File: src/rtl/multiply_pipe_pkg.sv
// Shared fixed-point constants and the dequantize helper used by datapath multipliers.
// Pure combinational function; no latency or flow control of its own.
package multiply_pipe_pkg;

    localparam int DEFAULT_DATA_SIZE = 32;
    localparam int DEFAULT_FRAC_BITS = 10;
    localparam int DEFAULT_DEPTH     = 4;
    localparam int PROD_MAX_W        = 128;

    // Products up to PROD_MAX_W bits are sign-extended by the caller; result truncates toward zero.
    function automatic logic signed [PROD_MAX_W-1:0] dequantize(
        input logic signed [PROD_MAX_W-1:0] p,
        input int                           frac
    );
        logic signed [PROD_MAX_W-1:0] mag;
        if (p[PROD_MAX_W-1]) begin
            mag        = -p;
            dequantize = -(mag >>> frac);
        end else begin
            dequantize = p >>> frac;
        end
    endfunction

endpackage

File: src/rtl/mult_out_buf.sv
// First-word-fall-through result buffer, DEPTH words deep; head is valid the cycle after a push.
// No internal backpressure: the producer must reserve space before pushing.
module mult_out_buf
    import multiply_pipe_pkg::*;
#(
    parameter int WIDTH = DEFAULT_DATA_SIZE,
    parameter int DEPTH = DEFAULT_DEPTH
) (
    input  logic                         clock,
    input  logic                         reset,
    input  logic                         push,
    input  logic [WIDTH-1:0]             push_data,
    input  logic                         pop,
    output logic [WIDTH-1:0]             head,
    output logic                         empty,
    output logic [$clog2(DEPTH+1)-1:0]   count
);

    localparam int PW = $clog2(DEPTH);
    localparam int CW = $clog2(DEPTH+1);

    logic [WIDTH-1:0] mem [DEPTH];
    logic [PW-1:0]    wr_ptr;
    logic [PW-1:0]    rd_ptr;

    function automatic logic [PW-1:0] next_ptr(input logic [PW-1:0] ptr);
        // Explicit wrap so non-power-of-two depths stay modulo DEPTH.
        if (ptr == PW'(DEPTH-1)) begin
            next_ptr = '0;
        end else begin
            next_ptr = ptr + 1'b1;
        end
    endfunction

    always_ff @(posedge clock) begin
        if (push) begin
            mem[wr_ptr] <= push_data;
        end
    end

    always_ff @(posedge clock or posedge reset) begin
        if (reset) begin
            wr_ptr <= '0;
            rd_ptr <= '0;
            count  <= '0;
        end else begin
            if (push) begin
                wr_ptr <= next_ptr(wr_ptr);
            end
            if (pop) begin
                rd_ptr <= next_ptr(rd_ptr);
            end
            case ({push, pop})
                2'b10:   count <= count + CW'(1);
                2'b01:   count <= count - CW'(1);
                default: count <= count;
            endcase
        end
    end

    assign head  = mem[rd_ptr];
    assign empty = (count == '0);

endmodule

File: src/rtl/multiply_pipe.sv
// Signed fixed-point multiplier between FIFOs; 2-cycle pop-to-output latency, pops gated by buffer credit.
// out_full stalls the buffer head; define MULTIPLY_PIPE_SAT_EN for saturating results and sat_flag.
module multiply_pipe
    import multiply_pipe_pkg::*;
#(
    parameter int DATA_SIZE = DEFAULT_DATA_SIZE,
    parameter int FRAC_BITS = DEFAULT_FRAC_BITS,
    parameter int DEPTH     = DEFAULT_DEPTH
) (
    input  logic                        clock,
    input  logic                        reset,
    input  logic signed [DATA_SIZE-1:0] x,
    output logic                        x_in_rd_en,
    input  logic                        x_in_empty,
    input  logic signed [DATA_SIZE-1:0] y,
    output logic                        y_in_rd_en,
    input  logic                        y_in_empty,
    output logic signed [DATA_SIZE-1:0] mult_out,
    output logic                        out_wr_en,
    input  logic                        out_full
`ifdef MULTIPLY_PIPE_SAT_EN
    ,
    output logic                        sat_flag
`endif
);

    localparam int PW = 2 * DATA_SIZE;
    localparam int CW = $clog2(DEPTH+1);
`ifdef MULTIPLY_PIPE_SAT_EN
    localparam int BUF_W = DATA_SIZE + 1;
`else
    localparam int BUF_W = DATA_SIZE;
`endif

    logic                        s1_vld;
    logic signed [DATA_SIZE-1:0] s1_x;
    logic signed [DATA_SIZE-1:0] s1_y;
    logic signed [PW-1:0]        x_ext;
    logic signed [PW-1:0]        y_ext;
    logic signed [PW-1:0]        prod;
    logic [BUF_W-1:0]            push_dat;
    logic [BUF_W-1:0]            head;
    logic                        buf_empty;
    logic [CW-1:0]               buf_count;
    logic [CW:0]                 occupancy;
    logic                        pop_in;

    // Words in S1 have a buffer slot reserved so backpressure never overflows the buffer.
    assign occupancy  = (CW+1)'(buf_count) + (CW+1)'(s1_vld);
    assign pop_in     = !reset && !x_in_empty && !y_in_empty && (occupancy < (CW+1)'(DEPTH));
    assign x_in_rd_en = pop_in;
    assign y_in_rd_en = pop_in;

    always_ff @(posedge clock or posedge reset) begin
        if (reset) begin
            s1_vld <= 1'b0;
            s1_x   <= '0;
            s1_y   <= '0;
        end else begin
            s1_vld <= pop_in;
            if (pop_in) begin
                s1_x <= x;
                s1_y <= y;
            end
        end
    end

    assign x_ext = {{DATA_SIZE{s1_x[DATA_SIZE-1]}}, s1_x};
    assign y_ext = {{DATA_SIZE{s1_y[DATA_SIZE-1]}}, s1_y};
    assign prod  = x_ext * y_ext;

`ifdef MULTIPLY_PIPE_SAT_EN
    logic signed [PW-1:0]        dq_full;
    logic                        ovf;
    logic signed [DATA_SIZE-1:0] dq_res;

    assign dq_full = PW'(dequantize({{(PROD_MAX_W-PW){prod[PW-1]}}, prod}, FRAC_BITS));
    // In range only when every bit above the result sign bit repeats it.
    assign ovf     = !((&dq_full[PW-1:DATA_SIZE-1]) || !(|dq_full[PW-1:DATA_SIZE-1]));
    assign dq_res  = !ovf           ? dq_full[DATA_SIZE-1:0] :
                     dq_full[PW-1]  ? {1'b1, {(DATA_SIZE-1){1'b0}}} :
                                      {1'b0, {(DATA_SIZE-1){1'b1}}};
    assign push_dat = {ovf, dq_res};
`else
    assign push_dat = DATA_SIZE'(dequantize({{(PROD_MAX_W-PW){prod[PW-1]}}, prod}, FRAC_BITS));
`endif

    mult_out_buf #(
        .WIDTH (BUF_W),
        .DEPTH (DEPTH)
    ) u_out_buf (
        .clock     (clock),
        .reset     (reset),
        .push      (s1_vld),
        .push_data (push_dat),
        .pop       (out_wr_en),
        .head      (head),
        .empty     (buf_empty),
        .count     (buf_count)
    );

    assign out_wr_en = !reset && !buf_empty && !out_full;
    assign mult_out  = out_wr_en ? head[DATA_SIZE-1:0] : '0;
`ifdef MULTIPLY_PIPE_SAT_EN
    assign sat_flag  = out_wr_en && head[DATA_SIZE];
`endif

endmodule
File: config.mk
export PLATFORM = sky130hd
export DESIGN_NAME = multiply_pipe
export DESIGN_NICKNAME = d
export VERILOG_FILES = /design/src/rtl/multiply_pipe_pkg.sv /design/src/rtl/mult_out_buf.sv /design/src/rtl/multiply_pipe.sv
export SDC_FILE = /design/constraint.sdc
export NUM_CORES = 2
export LEC_CHECK = 0
export BUFFER_PORTS_ARGS = -buffer_cell sky130_fd_sc_hd__buf_4
export CORE_MARGIN = 2
export CORE_UTILIZATION = 39
export DETAILED_ROUTE_END_ITERATION = 10
export GPL_TIMING_DRIVEN = 0
export PLACE_DENSITY = 0.56
export SLEW_MARGIN = 15
export SYNTH_ARGS = -nofsm -noshare
export SYNTH_HDL_FRONTEND = slang
export SYNTH_SLANG_ARGS = --single-unit
File: constraint.sdc
create_clock -name clock -period 9.7 [get_ports clock]
set_input_delay 1.94 -clock clock [delete_from_list [all_inputs] [get_ports clock]]
set_output_delay 1.94 -clock clock [all_outputs]
set_load 0.005 [all_outputs]
## Word level (Yosys, flattened, before mapping)

Memory sizes are Yosys's and may differ from the RTL's.
Cells that the tools add are included.

- Register bits: 72
- Logic and storage cells: 39
- Output and inout port bits: 35
- Memory bits (writable): 128
- Memories: 1
- Bits of input ports: 69

- Add/sub/neg operators: 7
- Reduce and logical (&&, ||, !) cells: 12
- Magnitude comparators: 1
- Multiplexer cells: 7
- $mul: 1
- Equal/unequal tests: 4

Memory list:

| memory | words | bits a word | read ports | clocked after Yosys merged registers in | write ports | line | source |
|---|---|---|---|---|---|---|---|
| u_out_buf.mem | 4 | 32 | 1 | 0 | 1 | mult_out_buf.sv:22 | `logic [WIDTH-1:0] mem [DEPTH];` |

Operator list:

| operator | count |
|---|---|
| multiplier 32 x 32 -> 64 bit | 1 |
| two-way mux 32 bit | 2 |
| negation 42 bit | 1 |
| negation 32 bit | 1 |
| equality test 2 bit (second input constant) | 3 |
| case mux 3 bit (2 select lines) | 1 |
| logical AND 1 bit | 5 |
| zero test 1 bit | 5 |
| adder 2 x 1 -> 2 bit (second input constant) | 2 |
| adder 3 x 1 -> 4 bit | 1 |
| less-than comparator 4 x 3 -> 1 bit (second input constant) | 1 |
| two-way mux 2 bit | 2 |
| adder 3 x 1 -> 3 bit (second input constant) | 1 |
| zero test 3 bit | 1 |
| subtractor 3 x 1 -> 3 bit (second input constant) | 1 |
| equality test 2 x 1 -> 1 bit (second input constant) | 1 |
| two-way mux 1 bit | 2 |
| nonzero test 2 bit | 1 |

## Longest topological paths before layout

- Depth after elaboration: 6
- Gate-level depth with buffers: 32
- Depth with buffers taken out: 30

## Hierarchy

Synthesis repeated with hierarchy kept, for this count alone.

- Cells, all modules: 4541
- Area, all modules: 45014.4 um^2

By module, submodules not included:

| module | instances | area each (um^2) | cells an instance | sequential area each (um^2) |
|---|---|---|---|---|
| multiply_pipe | 1 | 39934.6 | 4335 | 1626.6 |
| mult_out_buf | 1 | 5079.9 | 206 | 4018.9 |

## Worst setup path before layout

OpenSTA, ideal clock, no wires.

- Kind: register to register
- From: register s1_x[13]
- To: memory u_out_buf.mem[0][28] (netlist bit) (data pin)
- Required time: 9.420 ns
- Path buffers: 3
- Library setup time: 0.280 ns
- Clock period less this slack: 8.502 ns
- Path slack: 1.198 ns
- Arrival: 8.222 ns
- Cell stages (with the launch flop): 28
- Cell sequence: dfrtp_1 clkbuf_1 and2_1 fa_1 fa_1 fa_1 inv_1 fa_1 inv_1 fa_1 inv_1 fa_1 inv_1 fa_1 fa_1 ha_1 clkbuf_1 nand3_1 nor3_1 a32oi_1 and2_1 or4_1 a31oi_1 or4b_4 buf_6 mux2i_4 o41ai_1 xnor2_1

- Cells in the longest elaborated chain, start to end: 4

Ends and longest elaborated chain:

| element | line | source |
|---|---|---|
| from (decl) | multiply_pipe.sv:36 | `logic signed [DATA_SIZE-1:0] s1_x;` |
| from (signal assigned) | multiply_pipe.sv:57 | `s1_x <= '0;` |
| from (signal assigned) | multiply_pipe.sv:62 | `s1_x <= x;` |
| multiplier 32 x 32 -> 64 bit * | multiply_pipe.sv:70 | `assign prod = x_ext * y_ext;` |
| negation 42 bit | multiply_pipe_pkg.sv:17 | `mag = -p;` |
| negation 32 bit | multiply_pipe_pkg.sv:18 | `dequantize = -(mag >>> frac);` |
| two-way mux 32 bit * | multiply_pipe_pkg.sv:16 | `if (p[PROD_MAX_W-1]) begin` |
| net push_dat[28] | multiply_pipe.sv:41 | `logic [BUF_W-1:0] push_dat;` |
| to (decl) | mult_out_buf.sv:22 |  |

The timed path passes the listed nets; every way through them passes the cells marked *.

## Worst setup path in the final report

- From: register s1_y[24]
- To: memory u_out_buf.mem[3][19] (netlist bit) (data pin)

- Cells in the longest elaborated chain, start to end: 4

Ends and longest elaborated chain:

| element | line | source |
|---|---|---|
| from (decl) | multiply_pipe.sv:37 | `logic signed [DATA_SIZE-1:0] s1_y;` |
| from (signal assigned) | multiply_pipe.sv:63 | `s1_y <= y;` |
| multiplier 32 x 32 -> 64 bit * | multiply_pipe.sv:70 |  |
| negation 42 bit | multiply_pipe_pkg.sv:17 |  |
| negation 32 bit | multiply_pipe_pkg.sv:18 |  |
| two-way mux 32 bit * | multiply_pipe_pkg.sv:16 |  |
| net push_dat[19] | multiply_pipe.sv:41 |  |

Marked as above.

==> impl_results.md <==
* Status: finished clean
* Hold WC Path Type: flop to flop
* Die Y at 343.6 um
* Clock Skew at 30.64 ps
* Num CTS Buffers at 17
* Pins over their slew limit at 0
* Clock latency on the worst-skew pair at 500 ps
* Synthesized area at 44,980 sq um
* Vias per cell at 5.273
* Rel. slew slack at 0.1946
* Clock transition at path regs at 90 ps
* Final-report hold violation count at 0
* Pin count of the biggest net entering global routing at 50
* Drt first pass iters at 7
* Die ar. at 118,100 sq um
* Post-synthesis sequential area ratio at 0.1255
* Top post-synthesis cells by count: fa_1, inv_1, nand2_1, and2_1, clkbuf_1
* Required @ worst endpoint at 9900 ps
* Post-Syn Area per Cell at 9.814 sq um
* Final Util at 0.4304
* MaxCap Viol Count at 0
* Synth warn at 0
* H-tree Lvls at 4
* Post-synth EDFFs at 128
* WP buf/inv at 5
* Syn_nets at 5,926
* Area delta synth->final at 9.420%
* Critical path class: flop to flop
* Setup violations, final at 0
* First-pass GRT wire length at 238,000 um
* Post-synth cell types at 81
* Root Buffer: clkbuf_16
* Most common cell on crit path: fa_1
* Delay-heaviest family, CP: adder cells
* Initial antenna violation count at 10
* Vias in the first global route at 34,480
* Slowest stage cell, crit path: dfrtp_1
* FILL cells at 11,160
* DIE WIDTH at 343.6 um
* Rows at 124
* CP max stage delay at 860 ps
* Dominant cell type by area after synthesis: fa_1
* F_max at 104.5 MHz
* Fin crit share at 0.9868
* Critical path arrival at 9770 ps
* CTS sink count at 200
* GRT Total Usage at 0.2836
* Top cell type's share of synthesized area at 0.4821
* Post-Syn Instances at 4,583
* Deepest clock path buffer count at 2
* Worst-Margin Slew at 1208 ps
* CTS tree: yes
* Final HPWL DP at 134,400 um
* Total grt overflow at 0
* Core region area at 114,300 sq um
* Dominant synthesized flop cell: edfxtp_1
* # port buffers at 103
* Layout cells sized above 1 at 0.09300
* Period minus WS final at 9572 ps
* # DRC at 0
* Total Wirelength at 162,600 um
* Drt wl/cell at 26.03 um
* Final layout net count at 6,061
* DRT iter0 DRCs at 3,030
* DR vias at 32,950
* Antenna-violating nets left at 0
* Setup crit end kind: flop
* Initial Utilization at 0.3933
* Share of flip-flops with an asynchronous set or reset at 0.3600
* CP Max Fanout at 10
* GPL Wtd Cong at 1.006
* Synth top area cells: fa_1, inv_1, edfxtp_1, and2_1, nand2_1
* Most frequent cell after synthesis: fa_1
* # IOs at 104
* Crit path launch type: flop
* Flops & latches, synth at 200
==> state kept, by name (all words and copies together) (netlist names) <==
signal,count
u_out_buf.mem,128
s1_x,32
s1_y,32
u_out_buf.count,3
u_out_buf.rd_ptr,2
u_out_buf.wr_ptr,2
s1_vld,1
==> routing by layer <==
metal / vias up / track usage / wire length, um / part of all wire
met5: - / 0 / 43 / 0.00026
met4: 6 / 0.09480 / 7114 / 0.044
met3: 280 / 0.08052 / 17840 / 0.11
met2: 1645 / 0.4352 / 71790 / 0.44
met1: 17260 / 0.3873 / 65850 / 0.40
li1: 13760 / - / - / -
==> cells by family after synthesis <==
logic type               count (synthesis)  share of synthesized area
AND/OR/NAND/NOR                       1514                     0.1696
buffers and inverters                 1276                     0.1068
adder cells (fa/ha/maj)               1274                     0.5352
AO/OA/AOI/OAI                          207                    0.03085
flip-flops                             200                     0.1255
XOR/XNOR                                73                    0.01422
multiplexers                            39                    0.01786
==> placed cells by master, fill, tap and decap left out, drive strengths merged, types with 4 or more instances in the layout <==
master and n:
fa 1083, inv 1038, nand2 711, and2 547
clkbuf 228, ha 191, buf 149, edfxtp 128
dfrtp 72, xnor2 52, a21oi 48, o21ai 45
nor2 41, nand2b 36, nor2b 34, nand3 33
mux4 32, nor3 31, a21o 23, xor2 21
a211oi 16, nand4 15, o211ai 10, and3 10
a31oi 10, a211o 8, or3 8, nor4 8
clkinv 7, nor3b 7, mux2i 7, or2 7
diode 6, or4 6, o31ai 5, nand3b 4
o311ai 4
==> path summary, 6_finish.rpt <==
| check | startpoint | end | slack (ps) | cells after the start |
|---|---|---|---|---|
| max | s1_y[24] | u_out_buf.mem[3][19] | 130 | 26 |
| min | u_out_buf.count[0] | u_out_buf.count[0] | 520 | 1 |
| max reg2reg | s1_y[24] | u_out_buf.mem[3][19] | 130 | 26 |
| min reg2reg | u_out_buf.count[0] | u_out_buf.count[0] | 520 | 1 |
| max in group asynchronous | reset | s1_y[14] | 7470 | 3 |
| min in group asynchronous | reset | u_out_buf.count[2] | 1490 | 2 |
==> timing repair <==
item / 4_1_cts / 5_1_grt
buffers inserted: 8 / 4
hold buffers: 0 / 0
setup endpoints to repair: 128 / 128
resized for setup: 154 / 211
pin swaps: 3 / 9
==> cell type report <==
type                       instances  area [sq um]  area share
inverter                        1033          3884     0.07892
antenna                            6         15.01   0.0003051
clock inverter                    14         216.5    0.004398
buffer                           238          1181     0.02400
tap                             1512          1892     0.03844
multi-input combinational       3107         34910      0.7095
sequential                       200          5667      0.1151
timing repair buffer             121          1013     0.02059
clock buffer                      18         429.2    0.008721
==> per-stage QoR <==
stage               cells  worst slack, ps  hold WS (ps)  setup TNS [ps]  area [sq um]
CTS                  6243            2.474         522.0               0         48880
global placement     6198            -2291         507.9         -248540         47640
global route         6244           -34.17         555.6          -196.1         49200
finish               6249            127.8         520.4               0         49210
detailed placement   6204            -2008         509.1         -214860         47800
floorplan            4583             1198         464.5               0         44980
Power is not shown: default switching activity piles up to over one toggle a cycle in this logic, so the estimate is an artifact.
